$ cat src/rtl/decoder_4_16_acc.sv
// decoder_4_16_acc: 4-to-16 one-hot decoder with a frame accumulator.
// Each accepted code is decoded to a registered one-hot value and folded
// into a per-frame mask, saturating count and duplicate flag. The frame is
// presented on a valid/ready output handshake once its last code arrives.
module decoder_4_16_acc #(
    parameter int CNT_W = 5
) (
    input  logic             clk,
    input  logic             rst_n,
    input  logic             enable,
    input  logic             in_valid,
    input  logic [3:0]       in_code,
    input  logic             in_last,
    output logic             in_ready,
    output logic [15:0]      out_onehot,
    output logic             out_valid,
    input  logic             out_ready,
    output logic [15:0]      out_mask,
    output logic [CNT_W-1:0] out_count,
    output logic             out_dup
);

    localparam logic [1:0] IDLE  = 2'd0;
    localparam logic [1:0] ACCUM = 2'd1;
    localparam logic [1:0] HOLD  = 2'd2;

    localparam logic [CNT_W-1:0] COUNT_MAX = {CNT_W{1'b1}};
    localparam logic [CNT_W-1:0] COUNT_ONE = {{(CNT_W-1){1'b0}}, 1'b1};

    logic [1:0]       state;
    logic [1:0]       next_state;
    logic [15:0]      frame_mask;
    logic [CNT_W-1:0] frame_count;
    logic             frame_dup;
    logic [15:0]      decoded;
    logic             accept;
    logic             consume;

    // Ready depends only on registered state and enable; held low in reset.
    assign in_ready  = rst_n && enable && (state != HOLD);
    assign accept    = in_valid && in_ready;
    assign out_valid = (state == HOLD);
    assign consume   = out_valid && out_ready;
    assign decoded   = 16'h0001 << in_code;

    assign out_mask  = frame_mask;
    assign out_count = frame_count;
    assign out_dup   = frame_dup;

    // Next-state decode for the frame FSM.
    always_comb begin
        // NOTE: default assignment first so no path leaves next_state unassigned (no latch).
        next_state = state;
        case (state)
            IDLE, ACCUM: begin
                if (accept) begin
                    next_state = in_last ? HOLD : ACCUM;
                end
            end
            HOLD: begin
                if (consume) begin
                    next_state = IDLE;
                end
            end
            default: next_state = IDLE;
        endcase
    end

    // State register.
    always_ff @(posedge clk or negedge rst_n) begin
        // NOTE: non-blocking assignments so every register samples pre-edge values.
        if (!rst_n) begin
            state <= IDLE;
        end else begin
            state <= next_state;
        end
    end

    // Frame accumulator: clears on the output handshake, folds in accepted codes.
    always_ff @(posedge clk or negedge rst_n) begin
        if (!rst_n) begin
            frame_mask  <= '0;
            frame_count <= '0;
            frame_dup   <= 1'b0;
        end else if (consume) begin
            frame_mask  <= '0;
            frame_count <= '0;
            frame_dup   <= 1'b0;
        end else if (accept) begin
            frame_mask <= frame_mask | decoded;
            if (frame_count != COUNT_MAX) begin
                frame_count <= frame_count + COUNT_ONE;
            end
            if (frame_mask[in_code]) begin
                frame_dup <= 1'b1;
            end
        end
    end

    // One-hot of the most recent accepted code; untouched by the frame handshake.
    always_ff @(posedge clk or negedge rst_n) begin
        if (!rst_n) begin
            out_onehot <= '0;
        end else if (accept) begin
            out_onehot <= decoded;
        end
    end

endmodule

$ cat config.mk
export PLATFORM = sky130hd
export DESIGN_NAME = decoder_4_16_acc
export DESIGN_NICKNAME = d
export VERILOG_FILES = /design/src/rtl/decoder_4_16_acc.sv
export SDC_FILE = /design/constraint.sdc
export NUM_CORES = 1
export LEC_CHECK = 0
export CAP_MARGIN = 20
export CORE_MARGIN = 1.5
export CORE_UTILIZATION = 37
export CTS_BUF_LIST = sky130_fd_sc_hd__clkbuf_8 sky130_fd_sc_hd__clkbuf_16
export DETAILED_ROUTE_END_ITERATION = 10
export PLACE_DENSITY_LB_ADDON = 0.05
export SLEW_MARGIN = 20
export SYNTH_ARGS = -nofsm -noshare
export SYNTH_HDL_FRONTEND = slang
export SYNTH_SLANG_ARGS = --single-unit
$ cat constraint.sdc
create_clock -name clk -period 2.6 [get_ports clk]
set_input_delay 0.52 -clock clk [delete_from_list [all_inputs] [get_ports clk]]
set_output_delay 0.52 -clock clk [all_outputs]
set_load 0.05 [all_outputs]
==> results of run 1 <==
## worst reg2reg max path, delay by kind of cell (launching register included)
kind | cells | cell delay (ns)
AOI/OAI and AO/OA | 1 | 0.15
adders and majority gates | 2 | 0.42
DFF | 1 | 0.43
and+or+nand+nor | 3 | 1.09
## final cells by class
cell class	count	area (um2)	share of cell area, %
clock buffers	7	96.34	3.917
inverters	5	18.77	0.7630
multi-input cells	116	728.2	29.60
flip-flops and latches	40	1001	40.69
well taps	54	67.56	2.747
repair buffers	56	548.0	22.28
## per-layer routing
| layer | vias up | part of all wire, % | global-route usage, % |
|---|---|---|---|
| li1 | 713 | - | - |
| met5 | - | 0 | 0 |
| met3 | 4 | 6.5 | 5.110 |
| met4 | 0 | 0.88 | 5.660 |
| met1 | 719 | 45 | 26.76 |
| met2 | 53 | 47 | 28.95 |
## cells in the mapped netlist (2+ instances only)
| library cell | count | area (um2) |
|---|---|---|
| o22ai_1 | 2 | 12.51 |
| o21a_1 | 6 | 45.04 |
| a21o_1 | 6 | 45.04 |
| nor2_1 | 15 | 56.30 |
| mux2i_1 | 2 | 20.02 |
| and3_1 | 3 | 18.77 |
| nand2_1 | 18 | 67.56 |
| a21oi_1 | 2 | 10.01 |
| dfrtp_1 | 40 | 1001 |
| a41oi_1 | 4 | 35.03 |
| or4_4 | 2 | 22.52 |
| mux2_2 | 4 | 45.04 |
| ha_1 | 2 | 25.02 |
| nor3_1 | 6 | 30.03 |
| a22o_1 | 2 | 17.52 |
| nand3_1 | 2 | 10.01 |
| o21ai_0 | 14 | 70.07 |
| clkbuf_1 | 6 | 22.52 |
| inv_1 | 5 | 18.77 |
| or3_1 | 3 | 18.77 |
| a31oi_1 | 6 | 37.54 |
| nand2b_1 | 2 | 12.51 |
| nor2b_1 | 3 | 18.77 |
## report_power, final
part	leakage (nW)	switching [mW]	internal (mW)	total (mW)
Combinational	0.544	0.536	0.286	0.822
Clock	0.0503	0.207	0.236	0.443
Sequential	0.534	0.0946	0.729	0.824
Total	1.13	0.837	1.25	2.09
## through the flow
stage / hold WS (ns) / instance area (um2)
global placement: 0.4652 / 2364
CTS: 0.3181 / 2460
detailed placement: 0.4644 / 2364
floorplan: 0.2244 / 1792
finish: 0.2988 / 2460
global route: 0.3458 / 2460
## flip-flops by register name, indices dropped and copies added, names as in the netlist
signal and count:
state 2, out_mask 16, out_dup 1, out_count 5
out_onehot 16
## kinds of logic after synthesis
| kind of cell | Yosys count |
|---|---|
| compound gates | 47 |
| xor+xnor | 1 |
| fa+ha+maj | 2 |
| buf+inv | 14 |
| flops | 40 |
| mux | 6 |
| simple gates | 60 |
## path summary, 6_finish.rpt
path	to	slack (ns)	cells after the start
setup reg to reg	out_count[3]	0.45	6
max in group asynchronous	out_mask[15]	1.95	2
hold reg to reg	out_onehot[14]	0.49	2
hold / removal	out_count[3]	0.30	2
setup / recovery	out_valid	0.26	2
min in group clk	out_onehot[14]	0.49	2
==> results by group, run 1 <==
Routing
  • Via Count: 1489
  • Drt first pass iters: 4
  • DR DRC count: 0
  • First DRT Iteration DRCs: 73
  • DRT Wirelength: 4536 um
  • Post-DR vias/cell: 5.356
  • Routed len/inst: 16.32 um
  • Post-DRT Antenna Nets: 0

Cells and area
  • Most common cell after layout, fill and taps aside: clkdlybuf4s50_1
  • Layout net count: 236
  • Fill cells: 428
  • Layout Cells excl Fill: 278
  • Final core occ: 52.43%
  • Ant diodes: 0
  • Area delta synth->final: 37.29%
  • Most frequent cells in the layout: clkdlybuf4s50_1 (47), dfrtp_1 (40), nand2_1 (18)
  • Share of cells above drive strength 1: 11.61%

Place
  • Placed Cells: 271
  • Hpwl dp: 3219 um
  • Port bufs: 49
  • Post-Place Setup Slack: 0.3229 ns
  • GP Congestion: 0.7716

Logic synthesis
  • Synth Area in XOR/XNOR: 0.4888%
  • Adder-cell share of the synthesized area: 1.397%
  • Mux share of post-synthesis cell area: 3.631%
  • Largest family of logic cells by synthesized area: compound AO/OA/AOI/OAI gates
  • #FFs+latches synth: 40
  • Seq/Total Area, Yosys: 55.87%
  • Mapped Avg Cell Area: 10.54 um2
  • Post-synth ARST share: 100.0%
  • Mapped cell area: 1792 um2
  • Post-Synth Simple-Gate Area: 17.18%
  • Synth Area in Compound Gates: 17.95%
  • Top_reg_cell synth: dfrtp_1
  • Cells after synthesis: 170
  • Netlist cell types: 38
  • Post-synth EDFFs: 0
  • Number of warning messages in the yosys log: 0
  • Syn_nets: 182

Timing
  • Setup slack after layout: 0.2608 ns
  • Max-slew violations: 0
  • Fmax: 427.5 MHz
  • Final setup vio count: 0
  • Tcrit/Tclk final: 89.97%
  • Min Tclk post-route: 2.339 ns
  • Unrepaired setup endpoints after global routing: false
  • Setup Total Neg Slack: 0 ns
  • Slew at the pin closest to its max-slew limit: 0.6014 ns
  • Slew headroom: 59.91%
  • Clock Skew: 0.009142 ns
  • Final hold violations: 0

Clock network
  • Insertion delay to the later sink of the worst-skew pair: 0.29 ns
  • Clock buffer depth: 2
  • CTS resizes: 0
  • Cts hold-fix bufs: 0
  • Clock root buffer: clkbuf_8
  • Clock transition at path regs: 0.08 ns
  • Htree depth: 2
  • CTS buffer count: 5
  • Clock Sinks: 40
  • CTS tree: yes
  • Post-CTS Setup Bufs: 0

Floorplan
  • Chip Width: 72.59 um
  • Initial Util: 38.19%
  • Total die area: 5269 um2
  • Core area: 4692 um2
  • Rows: 25
  • Chip height: 72.59 um
  • Ports: 50

Power and ir drop
  • Worst VDD drop: 336.8 uV
  • Pwr Density: 849.2 nW/um2
  • Total power: 2.089 mW
  • Leakage: 1.128 nW

Setup path
  • Critical Path RT: 2.08 ns
  • Crit path buffers/inverters: 1
  • Critical path class: reg2out
  • CP delay by family, top: buffers and inverters
  • Critical path, cell by cell: nor2b_4 > clkdlybuf4s50_1
  • Critical path's slowest cell: clkdlybuf4s50_1
  • Worst Setup End Kind: output port
  • Worst endpoint data arrival time: 1.82 ns
  • R2r startpoint: out_count[0]
  • Crit. Startpoint: state[1]
  • Critical Path Fanout Max: 10
  • Crit path launch type: flip-flop
  • CP peak stage delay: 0.85 ns

Global route
  • Largest net degree at the start of global routing: 41
  • Initial antenna violation count: 0
  • First-pass GRT wire length: 7603 um
  • GRT overflow: 0
  • GRT Util Overall: 19.05%
  • Vias in the first global route: 1493

Job
  • Number of max-cap violations: 0

Worst hold path
  • Hold WC Path Type: in2async

Outcome
  • Status: finished, final reports clean
(Power assumes the default switching activity.)
==> inputs of run 2 (changes only) <==
--- a/config.mk
+++ b/config.mk
@@ -11,6 +11,7 @@
 export CTS_BUF_LIST = sky130_fd_sc_hd__clkbuf_8 sky130_fd_sc_hd__clkbuf_16
 export DETAILED_ROUTE_END_ITERATION = 10
 export PLACE_DENSITY_LB_ADDON = 0.05
+export SETUP_SLACK_MARGIN = 0.02
 export SLEW_MARGIN = 20
 export SYNTH_ARGS = -nofsm -noshare
 export SYNTH_HDL_FRONTEND = slang
==> results of run 2 <==
No change in the layout: final DEF, timing and power equal those of run 1.
==> inputs of run 3 (changes only) <==
--- a/config.mk
+++ b/config.mk
@@ -10,7 +10,7 @@
 export CORE_UTILIZATION = 37
 export CTS_BUF_LIST = sky130_fd_sc_hd__clkbuf_8 sky130_fd_sc_hd__clkbuf_16
 export DETAILED_ROUTE_END_ITERATION = 10
-export PLACE_DENSITY_LB_ADDON = 0.05
+export PLACE_DENSITY = 0.67
 export SETUP_SLACK_MARGIN = 0.02
 export SLEW_MARGIN = 20
 export SYNTH_ARGS = -nofsm -noshare
==> results by group, run 3 (same netlist as run 1, synthesis figures left out) <==
Routing
  • First DRT Iteration DRCs: 138 (+89%)
  • DRT Wirelength: 4319 um (-4.8%)
  • Post-DRT Antenna Nets: 0 (unchanged)
  • DR DRC count: 0 (unchanged)
  • Drt first pass iters: 4 (unchanged)
  • Via Count: 1513 (+1.6%)
  • Post-DR vias/cell: 5.384 (+0.53%)
  • Routed len/inst: 15.37 um (-5.8%)

Cells and area
  • Post-route cell area: 2469 um2 (+0.36%)
  • Layout net count: 238 (+0.85%)
  • Most common cell after layout, fill and taps aside: clkdlybuf4s50_1
  • Most frequent cells in the layout: clkdlybuf4s50_1 (47), dfrtp_1 (40), nand2_1 (18)
  • Ant diodes: 0 (unchanged)
  • Area delta synth->final: 37.78%
  • Share of cells above drive strength 1: 11.89% (+0.29 points)

Place
  • Hpwl dp: 3063 um (-4.9%)
  • GP Congestion: 0.8273 (+7.2%)
  • Placed cell areas: 2379 um2 (+0.64%)
  • Port bufs: 49 (unchanged)

Clock network
  • Post-CTS Setup Bufs: 0 (unchanged)
  • Htree depth: 2 (unchanged)
  • Insertion delay to the later sink of the worst-skew pair: 0.30 ns (about the same)
  • Clock root buffer: clkbuf_8
  • Clock transition at path regs: 0.07 ns (about the same)
  • Cts hold-fix bufs: 0 (unchanged)
  • Clock Sinks: 40 (unchanged)
  • CTS buffer count: 5 (unchanged)
  • CTS resizes: 0 (unchanged)
  • Clock buffer depth: 2 (unchanged)
  • CTS tree: yes

Setup path
  • Crit path launch type: flip-flop
  • Critical Path Fanout Max: 10 (unchanged)
  • Critical Path RT: 2.08 ns (about the same)
  • Worst endpoint data arrival time: 1.81 ns (about the same)
  • Crit. Startpoint: state[1]
  • R2r startpoint: out_count[0]
  • R2R setup slack: 0.46 ns (about the same)
  • Critical path class: reg2out
  • Worst Setup End Kind: output port

Floorplan
  • Total die area: 5269 um2 (unchanged)
  • Chip Width: 72.59 um (unchanged)
  • Initial Util: 38.19% (unchanged)
  • Ports: 50 (unchanged)
  • Core area: 4692 um2 (unchanged)
  • Rows: 25 (unchanged)
  • Chip height: 72.59 um (unchanged)

Global route
  • GRT overflow: 0 (unchanged)
  • Largest net degree at the start of global routing: 41 (unchanged)
  • First-pass GRT wire length: 7051 um (-7.3%)
  • Vias in the first global route: 1422 (-4.8%)
  • Initial antenna violation count: 0 (unchanged)
  • GRT Util Overall: 17.93% (-1.1 points)

Timing
  • Tcrit/Tclk final: 89.62% (-0.35 points)
  • Min Tclk post-route: 2.330 ns (-0.009113 ns)
  • Slew at the pin closest to its max-slew limit: 0.5419 ns (-0.05947 ns)
  • Setup Total Neg Slack: 0 ns (unchanged)
  • Unrepaired setup endpoints after global routing: false
  • Final hold violations: 0 (unchanged)
  • Final setup vio count: 0 (unchanged)
  • Clock Skew: 0.001931 ns (-0.007211 ns)
  • Slew headroom: 63.87% (+4.0 points)
  • Max-slew violations: 0 (unchanged)
  • Fmax: 429.2 MHz (+0.39%)

Worst hold path
  • Hold WC Path Type: in2async

Job
  • Number of max-cap violations: 0 (unchanged)

Power and ir drop
  • Pwr Density: 839.4 nW/um2 (-1.2%)
  • Worst VDD drop: 390.5 uV (+16%)
  • Leakage: 1.140 nW (+1.1%)

Outcome
  • Status: finished, final reports clean
==> run 3: changes by cell type in the layout (fill, tap and decap cells not counted) <==
| cell | before | now |
|---|---|---|
| inv_1 | 5 | 7 |
| buf_4 | 7 | 9 |
| clkbuf_8 | 7 | 6 |
==> run 3: stage by stage <==
step | util, % | std cells | worst slack (ns) | power, mW | hold slack [ns]
floorplan | - | 170 | 0.2945 | 1.360 | 0.2244
global placement | 50.69 | 273 | 0.3573 | 1.653 | 0.4689
detailed placement | 50.69 | 273 | 0.3455 | 1.664 | 0.4719
CTS | 52.61 | 281 | 0.2582 | 2.086 | 0.3137
global route | 52.61 | 281 | 0.1731 | 2.178 | 0.3407
finish | 52.61 | 281 | 0.2699 | 2.072 | 0.2921
==> run 3: path summary, 6_finish.rpt <==
check	end	cells past startpoint
max	out_valid	2
min	out_count[4]	2
max reg2reg	out_count[3]	6
min reg2reg	out_onehot[10]	1
max in group asynchronous	state[1]	2
min in group clk	out_onehot[10]	1
==> run 3: layout make-up <==
cell class / instances / area, um2
Inverter: 5 / 18.77
Multi-Input combinational cell: 116 / 728.2
Tap cell: 54 / 67.56
Timing Repair Buffer: 58 / 563.0
Clock buffer: 6 / 82.58
Sequential cell: 40 / 1001
Fill cell: 444 / 2223
Clock inverter: 2 / 7.507
==> run 3: worst max-delay path: stages, from the launching register on <==
cell and delay [ns]:
dfrtp_1 0.39, nor2b_4 0.28, clkdlybuf4s50_1 0.84
==> run 3: layer usage <==
layer / vias up / global-route usage (%) / routed length [um]
li1: 719 / - / -
met1: 737 / 25.49 / 2073
met2: 50 / 25.08 / 1864
met3: 7 / 6.215 / 309
met4: 0 / 6.918 / 72
met5: - / 0 / 0
==> run 3: where the power goes <==
part / internal (mW) / switching [mW]
combinational: 0.288 / 0.531
clock: 0.209 / 0.213
sequential: 0.729 / 0.102
total: 1.23 / 0.847
